<file path="src/rtl/mux_pkg.sv">
// Shared types for the scanning channel multiplexer: FSM states, mode encodings
// and the dwell counter width.
package mux_pkg;

  localparam int DWELL_W = 8;

  typedef enum logic [1:0] {
    IDLE   = 2'd0,
    DIRECT = 2'd1,
    SCAN   = 2'd2
  } state_t;

  typedef enum logic {
    MODE_DIRECT = 1'b0,
    MODE_SCAN   = 1'b1
  } mode_t;

  // Next state depends only on the live controls, never on the current state.
  function automatic state_t next_state_f(input logic en, input logic mode);
    if (!en) begin
      return IDLE;
    end else if (mode == MODE_SCAN) begin
      return SCAN;
    end else begin
      return DIRECT;
    end
  endfunction

endpackage

</file>
<file path="src/rtl/mux_dwell_cnt.sv">
// Round-robin scan index with a per-channel dwell counter. idx is the channel
// to load this cycle; adv is high when this cycle's load is the last on idx.
module mux_dwell_cnt
  import mux_pkg::*;
#(
  parameter int N_CH = 8,
  parameter int SELW = $clog2(N_CH)
) (
  input  logic               clk,
  input  logic               rst_n,
  input  logic               run,
  input  logic               restart,
  input  logic [DWELL_W-1:0] dwell,
  output logic [SELW-1:0]    idx,
  output logic               adv
);

  localparam logic [SELW-1:0] LAST_IDX = SELW'(N_CH - 1);

  logic [SELW-1:0]    idx_reg;
  logic [SELW-1:0]    idx_next;
  logic [DWELL_W-1:0] cnt_reg;
  logic [DWELL_W-1:0] cnt_next;
  logic [DWELL_W-1:0] cnt_cur;

  // A restart behaves as if both registers were already zero this cycle, so the
  // entry cycle itself loads channel 0 and counts toward its dwell.
  always_comb begin
    idx      = restart ? '0 : idx_reg;
    cnt_cur  = restart ? '0 : cnt_reg;
    adv      = run && (cnt_cur >= dwell);
    idx_next = idx_reg;
    cnt_next = cnt_reg;
    if (run) begin
      if (adv) begin
        cnt_next = '0;
        idx_next = (idx == LAST_IDX) ? '0 : idx + 1'b1;
      end else begin
        cnt_next = cnt_cur + 1'b1;
        idx_next = idx;
      end
    end
  end

  always_ff @(posedge clk or negedge rst_n) begin
    if (!rst_n) begin
      idx_reg <= '0;
      cnt_reg <= '0;
    end else begin
      idx_reg <= idx_next;
      cnt_reg <= cnt_next;
    end
  end

endmodule

</file>
<file path="src/rtl/mux_scan_n.sv">
// N-channel registered multiplexer with a direct-select mode and a round-robin
// scan mode; reports channel changes (upd) and out-of-range selects (err).
module mux_scan_n
  import mux_pkg::*;
#(
  parameter int N_CH = 8,
  parameter int W    = 1,
  parameter int SELW = $clog2(N_CH)
) (
  input  logic                clk,
  input  logic                rst_n,
  input  logic                en,
  input  logic                mode,
  input  logic [SELW-1:0]     sel,
  input  logic [DWELL_W-1:0]  dwell,
  input  logic [N_CH*W-1:0]   d,
  output logic [W-1:0]        y,
  output logic [SELW-1:0]     ch,
  output logic                upd,
  output logic                err
);

  localparam logic [SELW:0] N_CH_EXT = (SELW + 1)'(N_CH);

  state_t state_reg;
  state_t state_next;

  logic [W-1:0]    chan [N_CH];
  logic [W-1:0]    y_reg;
  logic [SELW-1:0] ch_reg;
  logic            upd_reg;
  logic            err_reg;
  logic            scan_adv_reg;

  logic            sel_bad;
  logic            scan_run;
  logic            scan_restart;
  logic [SELW-1:0] scan_idx;
  logic            scan_adv;
  logic            load;
  logic [SELW-1:0] load_ch;
  logic [W-1:0]    load_data;
  logic            upd_next;
  logic            err_next;

  for (genvar gi = 0; gi < N_CH; gi++) begin : g_chan
    assign chan[gi] = d[gi*W +: W];
  end

  mux_dwell_cnt #(
    .N_CH (N_CH),
    .SELW (SELW)
  ) u_dwell_cnt (
    .clk     (clk),
    .rst_n   (rst_n),
    .run     (scan_run),
    .restart (scan_restart),
    .dwell   (dwell),
    .idx     (scan_idx),
    .adv     (scan_adv)
  );

  always_ff @(posedge clk or negedge rst_n) begin
    if (!rst_n) begin
      state_reg <= IDLE;
    end else begin
      state_reg <= state_next;
    end
  end

  always_comb begin
    state_next = next_state_f(en, mode);
  end

  // The load is steered by the mode being entered, so a mode switch never
  // costs a cycle; state_reg only tells us whether a scan is just starting.
  always_comb begin
    sel_bad      = {1'b0, sel} >= N_CH_EXT;
    scan_run     = (state_next == SCAN);
    scan_restart = scan_run && (state_reg != SCAN);
    load         = 1'b0;
    load_ch      = ch_reg;
    upd_next     = 1'b0;
    err_next     = 1'b0;
    case (state_next)
      DIRECT: begin
        err_next = sel_bad;
        if (!sel_bad) begin
          load     = 1'b1;
          load_ch  = sel;
          upd_next = (sel != ch_reg);
        end
      end
      SCAN: begin
        load     = 1'b1;
        load_ch  = scan_idx;
        // Mid-scan the channel differs from the last load exactly when the
        // previous cycle advanced the index.
        upd_next = scan_restart ? (ch_reg != '0) : scan_adv_reg;
      end
      default: begin
      end
    endcase
    load_data = chan[load_ch];
  end

  always_ff @(posedge clk or negedge rst_n) begin
    if (!rst_n) begin
      y_reg        <= '0;
      ch_reg       <= '0;
      upd_reg      <= 1'b0;
      err_reg      <= 1'b0;
      scan_adv_reg <= 1'b0;
    end else begin
      upd_reg      <= upd_next;
      err_reg      <= err_next;
      scan_adv_reg <= scan_adv;
      if (load) begin
        y_reg  <= load_data;
        ch_reg <= load_ch;
      end
    end
  end

  assign y   = y_reg;
  assign ch  = ch_reg;
  assign upd = upd_reg;
  assign err = err_reg;

endmodule
</file>
<file path="config.mk">
export PLATFORM = sky130hd
export DESIGN_NAME = mux_scan_n
export DESIGN_NICKNAME = d
export VERILOG_FILES = /design/src/rtl/mux_pkg.sv /design/src/rtl/mux_dwell_cnt.sv /design/src/rtl/mux_scan_n.sv
export SDC_FILE = /design/constraint.sdc
export NUM_CORES = 1
export LEC_CHECK = 0
export BUFFER_PORTS_ARGS = -buffer_cell sky130_fd_sc_hd__buf_2
export CAP_MARGIN = 20
export CELL_PAD_IN_SITES_DETAIL_PLACEMENT = 1
export CELL_PAD_IN_SITES_GLOBAL_PLACEMENT = 2
export CORE_MARGIN = 2
export CORE_UTILIZATION = 29
export DETAILED_ROUTE_END_ITERATION = 7
export GPL_TIMING_DRIVEN = 0
export PLACE_DENSITY_LB_ADDON = 0.1
export SYNTH_ARGS = -nofsm -noshare
export SYNTH_HDL_FRONTEND = slang
export SYNTH_SLANG_ARGS = --single-unit
</file>
<file path="constraint.sdc">
create_clock -name clk -period 2.65 [get_ports clk]
set_input_delay 0.53 -clock clk [delete_from_list [all_inputs] [get_ports clk]]
set_output_delay 0.53 -clock clk [all_outputs]
set_load 0.03 [all_outputs]
</file>
Word-level counts from Yosys, hierarchy flattened. Index checks and enable logic that the tools add are counted.

Add/subtract/negate cells: 2. Reduce and logical (&&, ||, !) cells: 4. $lt $le $gt $ge: 2. Div/mod/pow operators: 0. Multiply operators: 0. Bitwise logic cells: 1. Multiplexer cells: 14. Equality and inequality tests: 5. Shift operators: 0.

Operators by type and width (count): $mux W8 (2); $mux W3 (3); $add A8 B1 Y8 const B (1); $ge A8 B8 Y1 (1); $pmux W3 S2 (1); $ge A4 B4 Y1 const B (1); $mux W1 (4); $mux W2 (2); $not A3 Y4 (1); $add A3 B1 Y3 const B (1); $bmux W1 S3 (1); $eq A3 B3 Y1 const B (1); $ne A3 B3 Y1 (1); $reduce_bool A3 Y1 (1); $eq A2 B1 Y1 const B (1); $eq A2 B2 Y1 const B (1); $logic_and A1 B1 Y1 (2); $ne A2 B2 Y1 const B (1); $pmux W1 S2 (1); $reduce_or A2 Y1 (1).

Latch bits: 0. Memory bits (read-only): 0. Memories kept: 0. Input port bits: 23. Output and inout bits: 6. Register bits after elaboration: 19. RAM bits: 0.

Logic depth before layout (Yosys ltp).
Word-level depth: 10. Depth in mapped cells: 14. Depth with buffers taken out: 11.

Cells and area by module. A second synthesis with hierarchy kept.

Cell total of the unflattened synthesis: 151. Area, all modules: 1402.6 um2.

Modules (own cells, without submodules): mux_dwell_cnt (area an instance 873.3 um2, cells an instance 100, instances 1); mux_scan_n (area an instance 529.3 um2, cells an instance 51, instances 1).

Worst setup path after synthesis. OpenSTA, ideal clock, no wires.

Kind: input to register. From: input port en. To: register u_dwell_cnt.cnt_reg[3]. Buffers on the path: 3. Stages on the path: 14. Data required time: 2.568 ns. Arrival time: 2.913 ns. Slack: -0.345 ns. Path through: buf_2 nand2_1 inv_2 nand2b_1 clkbuf_1 nand2_1 ha_1 nand2b_4 a2111o_1 a2111oi_4 or2_1 buf_6 a31oi_1 a31oi_1.

Cells in the longest elaborated chain, start to end: 7. Elaborated cells on any way between the ends: 8.

RTL lines: start, declared (RTL line mux_scan_n.sv:12) `input logic en,`; $mux W2 (*) (RTL line mux_pkg.sv:20) `if (!en) begin`; $eq A2 B2 Y1 (*) (RTL line mux_scan_n.sv:79) `scan_run = (state_next == SCAN);`; $logic_and A1 B1 Y1 (RTL line mux_scan_n.sv:80) `scan_restart = scan_run && (state_reg != SCAN);`; $mux W8 (RTL line mux_dwell_cnt.sv:30) `cnt_cur = restart ? '0 : cnt_reg;`; $ge A8 B8 Y1 (RTL line mux_dwell_cnt.sv:31) `adv = run && (cnt_cur >= dwell);`; $logic_and A1 B1 Y1 (RTL line mux_dwell_cnt.sv:31); $mux W8 (RTL line mux_dwell_cnt.sv:35) `if (adv) begin`; end signal, assigned (RTL line mux_dwell_cnt.sv:51) `cnt_reg <= cnt_next;`; end, declared (RTL line mux_dwell_cnt.sv:22) `logic [DWELL_W-1:0] cnt_reg;`.

Mark *: on every way between the ends. The rest lies on a longest branch, timed or not. A chain may end at the register's enable or synchronous reset.

Worst setup path after layout.
From: register state_reg[0]. To: register u_dwell_cnt.cnt_reg[4].

Cells in the longest elaborated chain, start to end: 6. Elaborated cells on any way between the ends: 7.

RTL lines: start, declared (RTL line mux_scan_n.sv:25) `state_t state_reg;`; start signal, assigned (RTL line mux_scan_n.sv:67) `state_reg <= state_next;`; $ne A2 B2 Y1 (*) (RTL line mux_scan_n.sv:80); $logic_and A1 B1 Y1 (*) (RTL line mux_scan_n.sv:80); $mux W8 (*) (RTL line mux_dwell_cnt.sv:30); $ge A8 B8 Y1 (RTL line mux_dwell_cnt.sv:31); $logic_and A1 B1 Y1 (RTL line mux_dwell_cnt.sv:31); $mux W8 (*) (RTL line mux_dwell_cnt.sv:35).

Marked as above.

==> run_results.csv <==
group,metric,value,unit
power_and_ir_drop,power.share.sequential,0.415,
logic_synthesis,syn_area_per_cell,9.07,um2
worst_setup_path,start_kind,"flip-flop",
power_and_ir_drop,vdd_drop_max,261,uV
logic_synthesis,yosys.area.top_type,"dfrtp_1",
sta,max_freq,380,MHz
floorplan,num_io_pins,29,
sta,hold_violations,0,
logic_synthesis,synthAdderAreaFrac,0.0932,
clock_tree,clk_path_buf_depth,2,
sta,setup_tns,0,ns
routing,drt-initial-drc-count,72,
outcome,status,"finished clean",
routing,ant_nets,0,
power_and_ir_drop,p_leak,0.895,nW
worst_setup_path,crit_slowest_cell,"dfrtp_1",
floorplan,start_util,0.304,
global_route,grt_use_total,0.144,
sta,fin_crit_sh,0.993,
logic_synthesis,ys.warnings.count,0,
power_and_ir_drop,net-switching-power,0.000301,W
power_and_ir_drop,comb_power_share,0.354,
power_and_ir_drop,power_frac_clock,0.231,
finish,largest_reg_flops,8,
logic_synthesis,ys_types,40,
logic_synthesis,syn_area,1340,um2
place,dp_slack,-0.376,ns
finish,final_common_cell,"buf_2",
logic_synthesis,synth_xor_xnor_area_share,0.0391,
global_route,globalRouteMet3Util,0.0333,
floorplan,fp-row-count,24,
logic_synthesis,synth_seq_cells,19,
clock_tree,cts_hold_buf,0,
routing,wl,3440,um
worst_setup_path,crit_required,2.83,ns
clock_tree,clkSinkCount,19,
worst_setup_path,cp_max_fo,7,
flow_run,drv_cap,0,
power_and_ir_drop,p_per_area,506,nW/um2
logic_synthesis,synth_top_family_by_area,"simple AND/OR/NAND/NOR gates",
sta,setup_slack,0.0177,ns
logic_synthesis,yosysSeqAreaShare,0.354,
routing,drc_errors,0,
sta,rsz0062_at_grt,"yes",
power_and_ir_drop,p_sw_frac,0.338,
clock_tree,cts_tree,"built",
worst_setup_path,path_class,"flip-flop to flip-flop",
finish,fin_nets,218,
clock_tree,cts_root_buf,"clkbuf_8",
routing,via_per_inst,5.02,
sta,timing.hold.ws,0.219,ns
logic_synthesis,syn_nets,181,
sta,slew_violations,0,
finish,drive_gt1_frac,0.310,
global_route,grt.busiest_layer,"met2",
clock_tree,cts_htree_levels,1,
finish,mostFrequentLayoutCells,"25 x buf_2, 19 x dfrtp_1, 13 x nand2_1, 11 x inv_1",
floorplan,coreArea,4410,um2
clock_tree,cts.clk_slew.worst_paths,0.07,ns
finish,syn2layout_area_growth,31.1,%
logic_synthesis,synth_simple_gate_area_share,0.213,
global_route,grt_overflow,0,
global_route,grt_pass1_vias,1231,
sta,fin_crit,2.63,ns
worst_setup_path,crit_path_max_incr_delay,0.41,ns
logic_synthesis,synth_compound_area_frac,0.186,
logic_synthesis,synth_cells,148,
sta,skew,0.00218,ns
power_and_ir_drop,intPower,0.000590,W
finish,antenna_cells,0,
logic_synthesis,synth_area_leaders,"dfrtp_1 35%, ha_1 9.3%, and2_1 4.2%, nand2_1 4.2%, xor2_1 3.3%",
sta,finalSetupViolations,0,
place,port_buffers,25,
global_route,grt_max_degree,20,
floorplan,die_x,72.0,um
routing,drt_pass1_iterations,4,
hold_path,hold_class,"primary input to async pin",
clock_tree,numCtsBuffers,3,
global_route,antenna_found_initial,0,
global_route,grt_pass1_wl,5900,um
logic_synthesis,muxShareOfSynthArea,0.0401,
floorplan,die_h,72.0,um
routing,vias,1184,
place,dpl_cell_area,1620,um2
place,dp_hpwl,2610,um
floorplan,dieArea,5190,um2
global_route,use_met1,0.200,
finish,design_area,1760,um2
global_route,grt_use_met2,0.231,
worst_setup_path,critPathCaptureType,"flip-flop",
clock_tree,clock_latency,0.26,ns
logic_synthesis,netlist.area_leader.share,0.354,
worst_setup_path,crit_chain,"nor2b_4 > nand2b_4 > clkbuf_16 > nand2_4 > ha_4 > nand2b_4 > a2111o_1 > a2111oi_4 > or2_1 > buf_6 > a31oi_1 > a31oi_1",
routing,avgRoutedWirePerCell,14.6,um
worst_setup_path,cp_data_arrival_time,2.81,ns
place,gp_congestion,0.754,
[worst max-delay path, delay by kind of cell (launching register included)]
kind                       cells  cell delay (ns)
DFF                            1             0.41
AOI/OAI and AO/OA              4             1.01
and+or+nand+nor                5             0.64
adders and majority gates      1             0.20
buffers and inverters          2             0.27
[power groups by stage]
stage	Sequential, W	Clock (W)	Combinational [W]
floorplan	0.000376	0	0.000202
global placement	0.000368	0	0.000278
detailed placement	0.000371	0	0.000291
CTS	0.000366	0.000215	0.000307
global route	0.000377	0.000230	0.000353
finish	0.000370	0.000206	0.000316
[layout make-up]
cell class                 count  area (um2)
clock buffer                   4        45.0
multi-input combinational    110         848
buffer                         6        87.6
sequential                    19         475
inverter                      12        47.5
tap                           52        65.1
fill                         532        2650
timing repair buffer          33         191
[final timing paths]
kind / startpoint / to / slack, ns / depth (start not counted)
max: state_reg[0]$_DFF_PN0_ / u_dwell_cnt.cnt_reg[4]$_DFFE_PN0N_ / 0.02 / 12
min: rst_n / upd$_DFF_PN0_ / 0.22 / 1
max reg2reg: state_reg[0]$_DFF_PN0_ / u_dwell_cnt.cnt_reg[4]$_DFFE_PN0N_ / 0.02 / 12
min reg2reg: u_dwell_cnt.cnt_reg[1]$_DFFE_PN0N_ / u_dwell_cnt.cnt_reg[1]$_DFFE_PN0N_ / 0.52 / 2
max in group asynchronous: rst_n / u_dwell_cnt.cnt_reg[4]$_DFFE_PN0N_ / 2.11 / 1
min in group clk: mode / state_reg[0]$_DFF_PN0_ / 0.47 / 2
[stage by stage]
stage | utilization | std cells | power, W
finish | 0.399 | 236 | 0.000891
global route | 0.399 | 236 | 0.000960
CTS | 0.395 | 235 | 0.000888
detailed placement | 0.366 | 225 | 0.000662
global placement | 0.366 | 225 | 0.000646
floorplan | - | 148 | 0.000578
[cell usage after synthesis, drive strengths merged]
master	count
dfrtp	19
nand2	15
inv	12
ha	10
and2	9
o21ai	9
nor2	8
a31oi	7
a21oi	5
nor2b	5
xor2	5
and3	4
buf	4
nand2b	4
a32o	3
clkbuf	3
mux2	3
nand3	3
o21a	3
a211oi	2
a21o	2
mux2i	2
nor3	2
a2111o	1
a2111oi	1
and4	1
conb	1
nand4b	1
nor4	1
o221ai	1
or2	1
xnor2	1
[logic make-up (layout without fill, tap and decap cells)]
kind of cell | after synthesis | after routing
DFF | 19 | 19
buffers and inverters | 19 | 55
muxes | 5 | 5
and+or+nand+nor | 54 | 54
xor gates and xnor gates | 6 | 6
AOI/OAI and AO/OA | 34 | 34
adders and majority gates | 10 | 10
other | 1 | 1
[metal layers]
| metal | vias to the layer above | wire length [um] |
|---|---|---|
| met5 | - | 0 |
| met4 | 0 | 10 |
| met3 | 2 | 85 |
| met2 | 12 | 1630 |
| met1 | 586 | 1710 |
| li1 | 584 | - |
[timing repair]
item                                    4_1_cts  5_1_grt
gates cloned                                  1        0
setup buffers                                 5        2
gates resized for setup                       7        3
endpoints found under the setup margin       12        6
pin swaps                                     5        6
(Power assumes the default switching activity.)
